[src/rtl/timing_peak_detect_pkg.sv]
// Data types shared by the ML timing/CFO estimator datapath.
//   gamma_t  : signed Q7.8 correlation sum component
//   phi_t    : unsigned Q6.8 energy term
//   mag_t    : unsigned Q9.8 magnitude estimate
//   lambda_t : signed Q9.8 log-likelihood metric
package timing_peak_detect_pkg;

   localparam int GAMMA_W    = 16;
   localparam int GAMMA_FRAC = 8;
   localparam int PHI_W      = 14;
   localparam int PHI_FRAC   = 8;
   localparam int MAG_W      = GAMMA_W + 1;
   localparam int LAMBDA_W   = 18;

   typedef logic signed [GAMMA_W-1:0]  gamma_t;
   typedef logic        [PHI_W-1:0]    phi_t;
   typedef logic        [MAG_W-1:0]    mag_t;
   typedef logic signed [LAMBDA_W-1:0] lambda_t;

   // Absolute value as unsigned; the most negative input maps to 2^(W-1) exactly.
   function automatic logic [GAMMA_W-1:0] abs_gamma(input gamma_t v);
      logic [GAMMA_W-1:0] neg;
      neg = GAMMA_W'(-v);
      return v[GAMMA_W-1] ? neg : GAMMA_W'(v);
   endfunction

endpackage

[src/rtl/cplx_mag_approx.sv]
// Combinational complex magnitude estimate (alpha-max beta-min, alpha=1, beta=1/2).
//   re, im : signed Q7.8 components
//   mag    : unsigned Q9.8, max(|re|,|im|) + min(|re|,|im|)/2
module cplx_mag_approx
   import timing_peak_detect_pkg::*;
(
   input  gamma_t re,
   input  gamma_t im,
   output mag_t   mag
);

   logic [GAMMA_W-1:0] a;
   logic [GAMMA_W-1:0] b;

   always_comb begin
      a = abs_gamma(re);
      b = abs_gamma(im);
      // Worst case 32768 + 16384 fits in MAG_W bits.
      if (a >= b) begin
         mag = {1'b0, a} + {2'b00, b[GAMMA_W-1:1]};
      end else begin
         mag = {1'b0, b} + {2'b00, a[GAMMA_W-1:1]};
      end
   end

endmodule

[src/rtl/timing_peak_detect.sv]
// Per-window peak search of lambda = |gamma| - phi.
//   clk, rst                     : clock, asynchronous active-low reset
//   in_valid, gamma_re/im, phi_in: accepted sample
//   restart                      : aborts the current window (sample, if valid, becomes idx 0)
//   out_valid                    : one-cycle pulse at window end (after skipped windows)
//   theta_out, gamma_pk_re/im, lambda_pk : peak index, gamma and metric, held between pulses
module timing_peak_detect
   import timing_peak_detect_pkg::*;
#(
   parameter  int SYM_LEN      = 80,
   parameter  int SKIP_WINDOWS = 1,
   localparam int IDX_W        = $clog2(SYM_LEN)
) (
   input  logic             clk,
   input  logic             rst,
   input  logic             in_valid,
   input  gamma_t           gamma_re,
   input  gamma_t           gamma_im,
   input  phi_t             phi_in,
   input  logic             restart,
   output logic             out_valid,
   output logic [IDX_W-1:0] theta_out,
   output gamma_t           gamma_pk_re,
   output gamma_t           gamma_pk_im,
   output lambda_t          lambda_pk
);

   localparam int WIN_W = (SKIP_WINDOWS > 0) ? $clog2(SKIP_WINDOWS + 1) : 1;
   localparam logic [IDX_W-1:0] LastIdx = IDX_W'(SYM_LEN - 1);

   mag_t    mag;
   lambda_t lambda;

   logic [IDX_W-1:0] idx_q, idx_d, cur_idx;
   logic [WIN_W-1:0] win_cnt_q, win_cnt_d;
   lambda_t          best_lambda_q, best_lambda_d;
   logic [IDX_W-1:0] best_idx_q, best_idx_d;
   gamma_t           best_re_q, best_re_d;
   gamma_t           best_im_q, best_im_d;
   logic             take, win_end, skip_done, emit;

   cplx_mag_approx u_mag (
      .re  (gamma_re),
      .im  (gamma_im),
      .mag (mag)
   );

   // Range is exact: mag <= 49152, phi <= 16383, both fit an 18-bit signed difference.
   assign lambda = $signed({1'b0, mag}) - $signed({4'b0000, phi_in});

   always_comb begin
      // A restart sample is the first sample of the new window.
      cur_idx   = restart ? '0 : idx_q;
      take      = in_valid && ((cur_idx == '0) || (lambda > best_lambda_q));
      win_end   = in_valid && !restart && (idx_q == LastIdx);
      skip_done = int'(win_cnt_q) >= SKIP_WINDOWS;
      emit      = win_end && skip_done;

      best_lambda_d = best_lambda_q;
      best_idx_d    = best_idx_q;
      best_re_d     = best_re_q;
      best_im_d     = best_im_q;
      if (take) begin
         best_lambda_d = lambda;
         best_idx_d    = cur_idx;
         best_re_d     = gamma_re;
         best_im_d     = gamma_im;
      end

      idx_d = idx_q;
      if (restart) begin
         idx_d = in_valid ? IDX_W'(1) : '0;
      end else if (in_valid) begin
         idx_d = (idx_q == LastIdx) ? '0 : idx_q + IDX_W'(1);
      end

      win_cnt_d = win_cnt_q;
      if (win_end && !skip_done) begin
         win_cnt_d = win_cnt_q + WIN_W'(1);
      end
   end

   always_ff @(posedge clk or negedge rst) begin
      if (!rst) begin
         idx_q         <= '0;
         win_cnt_q     <= '0;
         best_lambda_q <= '0;
         best_idx_q    <= '0;
         best_re_q     <= '0;
         best_im_q     <= '0;
         out_valid     <= 1'b0;
         theta_out     <= '0;
         gamma_pk_re   <= '0;
         gamma_pk_im   <= '0;
         lambda_pk     <= '0;
      end else begin
         idx_q         <= idx_d;
         win_cnt_q     <= win_cnt_d;
         best_lambda_q <= best_lambda_d;
         best_idx_q    <= best_idx_d;
         best_re_q     <= best_re_d;
         best_im_q     <= best_im_d;
         out_valid     <= emit;
         // Final tracker values already include the window's last sample.
         if (emit) begin
            theta_out   <= best_idx_d;
            gamma_pk_re <= best_re_d;
            gamma_pk_im <= best_im_d;
            lambda_pk   <= best_lambda_d;
         end
      end
   end

endmodule

[config.mk]
export PLATFORM = sky130hd
export DESIGN_NAME = timing_peak_detect
export DESIGN_NICKNAME = d
export VERILOG_FILES = /design/src/rtl/timing_peak_detect_pkg.sv /design/src/rtl/cplx_mag_approx.sv /design/src/rtl/timing_peak_detect.sv
export SDC_FILE = /design/constraint.sdc
export NUM_CORES = 1
export LEC_CHECK = 0
export CORE_ASPECT_RATIO = 0.6
export CORE_MARGIN = 2
export CORE_UTILIZATION = 40
export DETAILED_ROUTE_END_ITERATION = 16
export DONT_BUFFER_PORTS = 1
export GPL_TIMING_DRIVEN = 0
export PLACE_DENSITY = 0.63
export SYNTH_ARGS = -nofsm -noshare
export SYNTH_HDL_FRONTEND = slang
export SYNTH_SLANG_ARGS = --single-unit
export TNS_END_PERCENT = 1
[constraint.sdc]
create_clock -name clk -period 4.5 [get_ports clk]
set_input_delay 0.45 -clock clk [delete_from_list [all_inputs] [get_ports clk]]
set_output_delay 0.45 -clock clk [all_outputs]
set_load 0.01 [all_outputs]
# [Word-level counts from Yosys, hierarchy flattened]
# Cells that the tools add are included.
# Widths: inputs -> output; s select.
[classes] n_addsub=7 mux=12 magnitude_cmp=3 reduce_logical=10 n_eq_ne=1
[op_table] op="$mux 16" n=4
[op_table] op="$mux 7" n=5
[op_table] op="$add 16x15->17" n=2
[op_table] op="$neg 16->16" n=2
[op_table] op="$gt 18x18->1" n=1
[op_table] op="$mux 18" n=1
[op_table] op="$sub 17x14->18" n=1
[op_table] op="$mux 17" n=1
[op_table] op="$ge 16x16->1" n=1
[op_table] op="$add 7x1->7 const B" n=1
[op_table] op="$eq 7x7->1 const B" n=1
[op_table] op="$logic_not 7->1" n=1
[op_table] op="$logic_and 1x1->1" n=5
[op_table] op="$logic_not 1->1" n=2
[op_table] op="$reduce_bool 2->1" n=1
[op_table] op="$add 1x1->1 const B" n=1
[op_table] op="$ge 1x1->1 const B" n=1
[op_table] op="$logic_or 1x1->1" n=1
[op_table] op="$mux 1" n=1
[word_totals] in_bits=50 word_cells=44 ff_bits=123 out_inout_bits=58

# [Logic depth before layout (Yosys ltp)]
# Gate-level depths: netlist of run 1.
[depth] depth_word=9 mapped_depth=38 depth_no_buf=34

# [Hierarchy]
# From an unflattened synthesis of run 1, not the netlist that was laid out.
[hier_totals] hier_cells=882 area_unflattened_um2=8623.3
[modules_own_cells] module="timing_peak_detect" seq_area_each_um2=3078.0 cells_per_inst=523 area_each_um2=5935.7 n_inst=1
[modules_own_cells] module="cplx_mag_approx" seq_area_each_um2=0.0 cells_per_inst=359 area_each_um2=2687.6 n_inst=1

# [Worst setup path before layout of run 1]
# Ideal clock, no wire load.
[synth_path] path_type="input port to flip-flop" from="in gamma_re[5]" to="reg lambda_pk[12]" setup_ns=0.125 t_required_ns=4.375 n_path_buf=5 arrival_time_ns=8.088 slack_ns=-3.713 stages=34 cell_sequence="or4_1 > buf_2 > or4_4 > o31ai_1 > xnor2_1 > ha_1 > a21o_1 > a21oi_1 > nor2_1 > a211oi_1 > o21a_1 > buf_6 > clkbuf_1 > o21ai_0 > ha_1 > nor2b_1 > or3_1 > a21oi_1 > o21ai_0 > a211oi_1 > a21oi_1 > a21oi_1 > nand4b_1 > xnor2_1 > ha_1 > nand4_1 > or2_2 > nor2_1 > a41oi_1 > o221ai_1 > clkbuf_1 > clkbuf_1 > a21oi_1 > mux2_2"
[synth_between] elab_chain_cells=9 word_cells_on_any_way=11 classes_between="add/sub: 4; order compare: 2; mux: 3; reduce/logical: 2"
[synth_rtl] element="start, declared" line_no="timing_peak_detect.sv:17" text="input gamma_t gamma_re,"
[synth_rtl] element="$neg 16->16" line_no="timing_peak_detect_pkg.sv:23" text="neg = GAMMA_W'(-v);"
[synth_rtl] element="$mux 16 *" line_no="timing_peak_detect_pkg.sv:24" text="return v[GAMMA_W-1] ? neg : GAMMA_W'(v);"
[synth_rtl] element="$add 16x15->17 (tied with other cells)" line_no="cplx_mag_approx.sv:22" text="mag = {1'b0, b} + {2'b00, a[GAMMA_W-1:1]};"
[synth_rtl] element="$mux 17 *" line_no="cplx_mag_approx.sv:19" text="if (a >= b) begin"
[synth_rtl] element="$sub 17x14->18 *" line_no="timing_peak_detect.sv:49" text="assign lambda = $signed({1'b0, mag}) - $signed({4'b0000, phi_in});"
[synth_rtl] element="$gt 18x18->1" line_no="timing_peak_detect.sv:54" text="take = in_valid && ((cur_idx == '0) || (lambda > best_lambda_q));"
[synth_rtl] element="$logic_or 1x1->1" line_no="timing_peak_detect.sv:54"
[synth_rtl] element="$logic_and 1x1->1" line_no="timing_peak_detect.sv:54"
[synth_rtl] element="$mux 18 *" line_no="timing_peak_detect.sv:63" text="if (take) begin"
[synth_rtl] element="via best_lambda_d[12]" line_no="timing_peak_detect.sv:36" text="lambda_t best_lambda_q, best_lambda_d;"
[synth_rtl] element="end signal, assigned" line_no="timing_peak_detect.sv:109" text="lambda_pk <= best_lambda_d;"
[synth_rtl] element="end, declared" line_no="timing_peak_detect.sv:25" text="output lambda_t lambda_pk"
# The timed path passes the listed nets; every way through them passes the cells marked *.
# A chain may end at the register's enable or synchronous reset.

# [Worst setup path after layout of run 1]
[layout_path] from="in gamma_re[4]" to="reg theta_out[2]"
[layout_between] elab_chain_cells=9 word_cells_on_any_way=11 classes_between="add/sub: 4; order compare: 2; mux: 3; reduce/logical: 2"
[layout_rtl] element="$neg 16->16" line_no="timing_peak_detect_pkg.sv:23"
[layout_rtl] element="$mux 16 *" line_no="timing_peak_detect_pkg.sv:24"
[layout_rtl] element="$add 16x15->17 (tied with other cells)" line_no="cplx_mag_approx.sv:22"
[layout_rtl] element="$mux 17 *" line_no="cplx_mag_approx.sv:19"
[layout_rtl] element="$sub 17x14->18 *" line_no="timing_peak_detect.sv:49"
[layout_rtl] element="$gt 18x18->1 *" line_no="timing_peak_detect.sv:54"
[layout_rtl] element="$logic_or 1x1->1 *" line_no="timing_peak_detect.sv:54"
[layout_rtl] element="$logic_and 1x1->1 *" line_no="timing_peak_detect.sv:54"
[layout_rtl] element="$mux 7 *" line_no="timing_peak_detect.sv:63"
[layout_rtl] element="via best_idx_d[2]" line_no="timing_peak_detect.sv:37" text="logic [IDX_W-1:0] best_idx_q, best_idx_d;"
[layout_rtl] element="end signal, assigned" line_no="timing_peak_detect.sv:106" text="theta_out <= best_idx_d;"
[layout_rtl] element="end, declared" line_no="timing_peak_detect.sv:22" text="output logic [IDX_W-1:0] theta_out,"
# Marked as above.

==> results of run 1 <==
## cell usage after synthesis, drive strengths merged, types with 2 or more instances
cell and n:
o211a 2, xor2 25, nand2 175, maj3 2
a21o 25, mux2 57, nand3 10, and4 3
nand2b 6, clkbuf 19, nor3b 2, buf 9
nand4 6, a31o 5, o41ai 8, and2 4
nor3 2, mux2i 6, nor2 42, ha 78
inv 61, or3 10, or2 5, a21oi 39
nor2b 9, o21a 13, o211ai 6, xnor2 43
dfrtp 123, or4 8, a211oi 11, o221ai 2
fa 3, nor4 3, nor4b 2, o31ai 11
o21ai 42, o21bai 2, o22ai 2, and3 6
a31oi 7
## through the flow
step	instance area [um^2]	instances	worst slack [ns]	TNS, ns
2_1_floorplan	8580	907	-2.86	-312.16
3_3_place_gp	8930	1186	-4.02	-442.21
3_5_place_dp	8930	1186	-4.06	-447.01
4_1_cts	10300	1260	-2.77	-300.05
5_1_grt	10400	1265	-3.24	-352.94
6_report	10400	1265	-2.97	-321.80
## power by group through the flow
stage	sequential, mW	combinational, mW	clock [mW]
6_report	1.38	3.14	1.45
5_1_grt	1.41	3.47	1.55
4_1_cts	1.38	3.00	1.49
3_5_place_dp	1.40	2.36	0
3_3_place_gp	1.39	2.32	0
2_1_floorplan	1.38	1.89	0
## cell type report
cell class,count,area share [%]
sequential,123,29.5
clock buffer,18,4.22
buffer,27,2.56
inverter,62,2.28
clock inverter,13,1.72
tap,279,3.35
multi-input combinational,694,52.0
timing repair buffer,49,4.36
## what timing repair did
item                                    4_1_cts  5_1_grt
pin swaps                                    41        8
gates cloned                                  0        0
endpoints found under the setup margin      114      114
hold endpoints to repair                    123        0
buffers inserted                             44        5
hold buffers                                  1        0
resized for setup                            76       18
## metal layers
metal  vias up  track usage [%]  part of all wire, %
met3        16             6.94                  7.9
met2       182             29.9                   40
li1       3313                -                    -
met1      3284             32.7                   51
met5         -                0                    0
met4         0             4.41                 0.83
## how the worst max path moves through the flow
| stage | from | end | slack (ns) | cells past startpoint |
|---|---|---|---|---|
| floorplan | gamma_re[5] | lambda_pk[13]$_DFFE_PN0P_ | -2.86 | 31 |
| global placement | gamma_re[5] | lambda_pk[13]$_DFFE_PN0P_ | -4.02 | 31 |
| detailed placement | gamma_im[15] | lambda_pk[13]$_DFFE_PN0P_ | -4.06 | 34 |
| CTS | gamma_re[4] | theta_out[2]$_DFFE_PN0P_ | -2.77 | 35 |
| global route | gamma_re[4] | theta_out[2]$_DFFE_PN0P_ | -3.24 | 37 |
| finish | gamma_re[4] | theta_out[2]$_DFFE_PN0P_ | -2.97 | 37 |
## logic make-up after synthesis
family                     after synthesis  share of synthesized area [%]
AOI/OAI and AO/OA                      183                           14.7
buffers and inverters                   90                           4.16
and+or+nand+nor                        297                           16.4
DFF                                    123                           36.5
adders and majority gates               83                           12.5
xor gates and xnor gates                68                           7.16
muxes                                   63                           8.52
## state kept, by name, summed over array words and instances (netlist names)
register	count
theta_out	7
out_valid	1
gamma_pk_im	16
best_idx_q	7
best_re_q	16
lambda_pk	18
idx_q	7
best_lambda_q	18
win_cnt_q	1
gamma_pk_re	16
best_im_q	16
==> flow_summary.ini, run 1 <==
[run_status]
status = finished with violations
violations = negative hold slack, negative setup slack

[logic_synthesis]
synth.area.top_cells = dfrtp_1, ha_1, nand2_1
async_flop_share_pct = 100
synth_top_area_share_pct = 36.5
yosysTopAreaCell = dfrtp_1
synthesis.nets = 1038
synth-seq-cells = 123
synthCells = 907
synth_edf_count = 0
syn_avg_cell_area_um2 = 9.29
seq_area_frac_synth_pct = 36.5
syn_area_um2 = 8430
yosysWarnings = 0
synth_flop_cell = dfrtp_1
yosysUniqueCellTypes = 72

[sta]
skew_ns = 0.0149
rsz0062_at_grt = true
tightest_slew_ns = 1.15
maxSlewHeadroom_pct = 22.6
fmax_ghz = 0.134
hold_viol_final = 10
period_share_pct = 166
post-route-min-period_ns = 7.47
whs_ns = -0.0261
setup_ws_ns = -2.97
setup_viol = 114
drv_slew = 0

[power_and_ir_drop]
p_int_mw = 3.80
netSwitchingFraction_pct = 36.4
total_power_mw = 5.98
seq_power_share_pct = 23.2
p_comb_share_pct = 52.5
p_per_area_nw_per_um2 = 574
power.switching_mw = 2.18
power_leakage_nw = 5.03
clockPowerShare_pct = 24.3
ir_drop_v = 0.000322

[setup_path]
worstSetupPathType = in2reg
required_ns = 4.81
cpPeakStageDelay_ns = 0.53
r2r_cells = 12
slowest_stage = or4_4
critical-path-top-delay-family = compound AO/OA/AOI/OAI gates
arrival_ns = 7.78
r2r_slack_ns = 1.07
r2r_start = idx_q[3]$_DFFE_PN0P_
critPathLaunchType = primary input
crit_buf_inv = 8
r2r_end = theta_out[2]$_DFFE_PN0P_
critPathCaptureType = flop
path_max_fanout = 10

[placed_design]
dp_hpwl_um = 16800
place_congestion = 0.889
port_buffers = 0

[detailed_routing]
drt-total-wl_um = 22800
dr.pass1.iters = 4
vias = 6795
vias_per_cell = 5.37
route.detailed.drc = 0
drt_iter0_drc = 507
wl_per_cell_um = 18.0
drtAntennaViolNets = 0

[floorplanning]
dieWidth_um = 191
start_util_pct = 40.5
dieArea_um2 = 22300
die_h_um = 116
ioPinCount = 108
coreArea_um2 = 20800
rows = 41

[clock_tree]
h-tree-depth = 4
cts-root-buf = clkbuf_16
worstSkewPairLatency_ns = 0.42
cts.sinks = 123
cts_buffers = 17
cts_tree = yes
clk_pin_slew_ns = 0.07
clk_path_buf_depth = 2

[global_routing]
grt_pass1_vias = 6754
grt_max_degree = 124
grt_overflow_total = 0
grt_pass1_wl_um = 37100
grtUsageTotal_pct = 21.6
antenna_found_initial = 0

[layout]
mostFrequentLayoutCell = nand2_1
multi_input_area_um2 = 5410
antenna_cells = 0
final_cell_mix = nand2_1, dfrtp_1, ha_1
final_util_pct = 50.0
synthToLayoutAreaGrowth_pct = 23.6
fin_nets = 1105
fillers = 1972
drive_gt1_share_pct = 23.9
regArea_um2 = 3080

[worst_hold_path]
min_path_type = in2async

[job]
drv_cap = 0
No activity file was read; power rests on OpenSTA's default activity.
==> run 2: changes to the inputs <==
==> constraint.sdc (replaced) <==
create_clock -name clk -period 9.55 [get_ports clk]
set_input_delay 0.955 -clock clk [delete_from_list [all_inputs] [get_ports clk]]
set_output_delay 0.955 -clock clk [all_outputs]
set_load 0.01 [all_outputs]
==> flow_summary.ini, run 2 (synthesis results as in run 1) <==
[job]
drv_cap = 0

[power_and_ir_drop]
power_leakage_nw = 4.61
p_per_area_nw_per_um2 = 256
total_power_mw = 2.43
clockPowerShare_pct = 28.3
p_comb_share_pct = 44.9
seq_power_share_pct = 26.8
ir_drop_v = 0.000107
power.switching_mw = 0.891
p_int_mw = 1.54
netSwitchingFraction_pct = 36.7

[placed_design]
dpl.cell_count = 1186
place_congestion = 0.885
dp_slack_ns = -1.47
placed_area_um2 = 8780
dp_hpwl_um = 17200
port_buffers = 0

[clock_tree]
ctsHoldBuffers = 0
clk_pin_slew_ns = 0.06
worstSkewPairLatency_ns = 0.42
postCtsSetupBuffers = 0
cts_tree = yes
cts-root-buf = clkbuf_16
cts_buffers = 17
clk_path_buf_depth = 2
cts.sinks = 123
h-tree-depth = 4

[global_routing]
grt_pass1_wl_um = 36100
grt_max_degree = 124
grtUsageTotal_pct = 21.3
grt_overflow_total = 0
antenna_found_initial = 0
grt_pass1_vias = 6504

[sta]
fmax_ghz = 0.110
post-route-min-period_ns = 9.08
skew_ns = 0.00765
maxSlewHeadroom_pct = 26.6
tightest_slew_ns = 1.09
hold_viol_final = 0
period_share_pct = 95.1
setup_ws_ns = 0.469
setup_viol = 0
drv_slew = 0

[floorplanning]
dieArea_um2 = 22300
dieWidth_um = 191
coreArea_um2 = 20800
rows = 41
die_h_um = 116
start_util_pct = 40.5
ioPinCount = 108

[setup_path]
worstSetupPathType = in2reg
r2r_start = idx_q[2]$_DFFE_PN0P_
critPathLaunchType = primary input
crit_top_cell = a21oi_1
path_max_fanout = 10
r2r_end = lambda_pk[9]$_DFFE_PN0P_
arrival_ns = 9.38
r2r_cells = 9
crit_buf_inv = 5
critPathCaptureType = flop
cpPeakStageDelay_ns = 0.53
required_ns = 9.85
slowest_stage = or4_4
critical-path-top-delay-family = compound AO/OA/AOI/OAI gates
r2r_slack_ns = 6.02

[layout]
final_cell_mix = nand2_1, dfrtp_1, ha_1
fin_nets = 1057
finalNonFillerCells = 1218
drive_gt1_share_pct = 14.3
reg_top3 = best_lambda_q: 18 flops, lambda_pk: 18 flops
mostFrequentLayoutCell = nand2_1
synthToLayoutAreaGrowth_pct = 12.4
final_cell_area_um2 = 9470
antenna_cells = 0

[detailed_routing]
dr.pass1.iters = 4
wl_per_cell_um = 18.5
vias_per_cell = 5.42
vias = 6601
drt-total-wl_um = 22600
route.detailed.drc = 0
drt_iter0_drc = 430
drtAntennaViolNets = 0

[worst_hold_path]
min_path_type = in2async

[run_status]
status = finished, final reports clean
run 2: cell count changes in the layout (fill, tap and decap cells not counted), sizes merged:
cell and change:
inv -3, clkinv +4, buf -48
run 2: worst max-delay path by stage:
stage                            from                         to  slack, ns  cells after the start
final                     gamma_re[5]  lambda_pk[12]$_DFFE_PN0P_       0.47                     34
after global routing      gamma_re[5]   lambda_pk[0]$_DFFE_PN0P_      -0.02                     34
after CTS                 gamma_re[5]  lambda_pk[12]$_DFFE_PN0P_       0.01                     34
after detailed placement  gamma_re[5]  lambda_pk[12]$_DFFE_PN0P_      -1.47                     32
after global placement    gamma_re[5]  lambda_pk[12]$_DFFE_PN0P_      -1.30                     32
after floorplan           gamma_re[5]  lambda_pk[12]$_DFFE_PN0P_       0.83                     34
run 2: cell type report:
| type | instances | area [um^2] |
|---|---|---|
| Multi-Input combinational cell | 694 | 5060 |
| Tap cell | 279 | 349 |
| Fill cell | 2083 | 11400 |
| Buffer | 28 | 130 |
| Clock inverter | 14 | 184 |
| Clock buffer | 18 | 439 |
| Sequential cell | 123 | 3080 |
| Inverter | 62 | 233 |
run 2: metal layers:
| layer | vias up | track usage (%) | part of all wire, % |
|---|---|---|---|
| met3 | 15 | 7.45 | 8.7 |
| met2 | 188 | 28.0 | 37 |
| met5 | - | 0 | 0 |
| met1 | 3180 | 32.7 | 53 |
| li1 | 3218 | - | - |
| met4 | 0 | 5.08 | 0.93 |
run 2: power by group through the flow:
stage	logic, mW	registers, mW	clock network [mW]
global placement	1.04	0.654	0
detailed placement	1.05	0.659	0
finish	1.09	0.651	0.686
CTS	1.07	0.650	0.695
global route	1.23	0.659	0.721
floorplan	0.844	0.650	0
run 2: stage by stage:
stage | setup TNS (ns) | util [%] | hold slack, ns
final | 0 | 45.5 | 0.225
after floorplan | 0 | - | 0.442
after detailed placement | -115.68 | 42.1 | 0.455
after global routing | -0.0724 | 45.5 | 0.202
after global placement | -100.68 | 42.1 | 0.452
after CTS | 0 | 45.3 | 0.210
run 2: timing repair:
action	in CTS	in global routing
setup endpoints to repair	114	114
cloned	0	0
resized for setup	9	12
run 2: worst reg2reg max path, cell delays in order, from the launching register on:
cell      delay [ns]
dfrtp_1         0.32
clkbuf_1        0.27
nand2_1         0.10
nor4bb_1        0.70
nand4_1         0.40
inv_1           0.32
buf_1           0.59
clkbuf_1        0.47
nand2_1         0.21
nand2_1         0.10
==> run 3: changes to the inputs <==
--- a/config.mk
+++ b/config.mk
@@ -11,7 +11,7 @@
 export DETAILED_ROUTE_END_ITERATION = 16
 export DONT_BUFFER_PORTS = 1
 export GPL_TIMING_DRIVEN = 0
-export PLACE_DENSITY = 0.63
+export PLACE_DENSITY = 0.65
 export SYNTH_ARGS = -nofsm -noshare
 export SYNTH_HDL_FRONTEND = slang
 export SYNTH_SLANG_ARGS = --single-unit
==> constraint.sdc (replaced) <==
create_clock -name clk -period 9.55 [get_ports clk]
set_input_delay 1.91 -clock clk [delete_from_list [all_inputs] [get_ports clk]]
set_output_delay 1.91 -clock clk [all_outputs]
set_load 0.01 [all_outputs]
==> flow_summary.ini, run 3 (synthesis results as in run 1) <==
[floorplanning]
start_util_pct = 40.5
rows = 41
dieWidth_um = 191
coreArea_um2 = 20800
dieArea_um2 = 22300
ioPinCount = 108
die_h_um = 116

[sta]
period_share_pct = 97.8
post-route-min-period_ns = 9.34
fmax_ghz = 0.107
drv_slew = 0
maxSlewHeadroom_pct = 31.1
setup_tns_ns = 0
skew_ns = 0.00836
setup_viol = 0
hold_viol_final = 0
rsz0062_at_grt = true
tightest_slew_ns = 1.03

[global_routing]
grt_pass1_vias = 6586
antenna_found_initial = 0
grtUsageTotal_pct = 21.5
grt_overflow_total = 0
grt_max_degree = 124
grt_pass1_wl_um = 36400

[detailed_routing]
vias = 6620
drt_iter0_drc = 435
route.detailed.drc = 0
dr.pass1.iters = 9
drt-total-wl_um = 22700
wl_per_cell_um = 18.5
drtAntennaViolNets = 0
vias_per_cell = 5.37

[job]
drv_cap = 0

[layout]
final_cell_area_um2 = 9660
final_util_pct = 46.4
fillers = 2006
multi_input_area_um2 = 5110
synthToLayoutAreaGrowth_pct = 14.7
final_cell_mix = nand2_1, dfrtp_1, ha_1
regArea_um2 = 3080
drive_gt1_share_pct = 17.0
mostFrequentLayoutCell = nand2_1
fin_nets = 1072
antenna_cells = 0
reg_top3 = best_lambda_q: 18 flops, lambda_pk: 18 flops

[power_and_ir_drop]
total_power_mw = 2.50
ir_drop_v = 0.000128
p_per_area_nw_per_um2 = 258
power_leakage_nw = 4.70

[placed_design]
port_buffers = 0
place_congestion = 0.872
dp_hpwl_um = 17200
placed_area_um2 = 8780

[setup_path]
critPathCaptureType = flop
critical-path-top-delay-family = simple AND/OR/NAND/NOR gates
path_max_fanout = 10
crit_buf_inv = 4
slowest_stage = nor4_2
worstSetupPathType = in2reg
required_ns = 9.86
cpPeakStageDelay_ns = 0.78
critPathLaunchType = primary input
arrival_ns = 9.64

[clock_tree]
worstSkewPairLatency_ns = 0.42
cts_tree = yes
cts.sinks = 123
cts_buffers = 17
clk_pin_slew_ns = 0.06
cts-root-buf = clkbuf_16
h-tree-depth = 4
clk_path_buf_depth = 2

[worst_hold_path]
min_path_type = reg2reg

[run_status]
status = finished, final reports clean
-- run 3: layout make-up --
class	instances	share of cell area, %
multi-input cells	694	52.9
clock buffers	19	4.69
well taps	279	3.61
repair buffers	15	1.17
inverters	62	2.41
flip-flops and latches	123	31.9
clock inverters	12	1.72
plain buffers	28	1.63
-- run 3: metal layers --
metal | up-vias | GRT usage, % | share of wire [%]
met3 | 11 | 7.87 | 8.7
met1 | 3200 | 32.6 | 53
met2 | 169 | 28.9 | 38
li1 | 3240 | - | -
met5 | - | 0 | 0
met4 | 0 | 3.95 | 0.62
-- run 3: worst reg2reg max path, delay by kind of cell, from the launching register on --
| kind | cells | cell delay [ns] |
|---|---|---|
| buffers and inverters | 4 | 1.63 |
| AND/OR/NAND/NOR | 5 | 1.53 |
| flip-flops | 1 | 0.32 |
-- run 3: final timing paths --
path / endpoint / start / depth (start not counted) / slack (ns)
max: lambda_pk[11]$_DFFE_PN0P_ / gamma_re[5] / 31 / 0.21
min: win_cnt_q$_DFFE_PN0P_ / win_cnt_q$_DFFE_PN0P_ / 1 / 0.47
min in group asynchronous: gamma_pk_re[12]$_DFFE_PN0P_ / rst / 0 / 1.18
max in group asynchronous: best_im_q[10]$_DFF_PN0_ / rst / 0 / 8.20
max reg2reg: lambda_pk[9]$_DFFE_PN0P_ / idx_q[2]$_DFFE_PN0P_ / 9 / 5.99
min reg2reg: win_cnt_q$_DFFE_PN0P_ / win_cnt_q$_DFFE_PN0P_ / 1 / 0.47
-- run 3: stage by stage --
stage	hold WS [ns]	setup WS, ns	cells
after CTS	0.468	0.00723	1221
after floorplan	0.442	0.0537	907
final	0.473	0.211	1232
after global routing	0.495	-0.113	1232
after global placement	0.450	-1.79	1186
after detailed placement	0.455	-1.81	1186
-- run 3: report_power, final --
group / leakage, nW / switching (mW) / internal [mW]
clock network: 0.289 / 0.253 / 0.426
logic: 2.81 / 0.624 / 0.544
registers: 1.60 / 0.0316 / 0.619
total: 4.70 / 0.908 / 1.59
-- run 3: what timing repair did --
item,in CTS,in global routing
pin swaps,2,12
hold buffers,0,0
cloned,0,0
gates resized for setup,18,30
buffers inserted,4,11
endpoints found under the setup margin,114,114
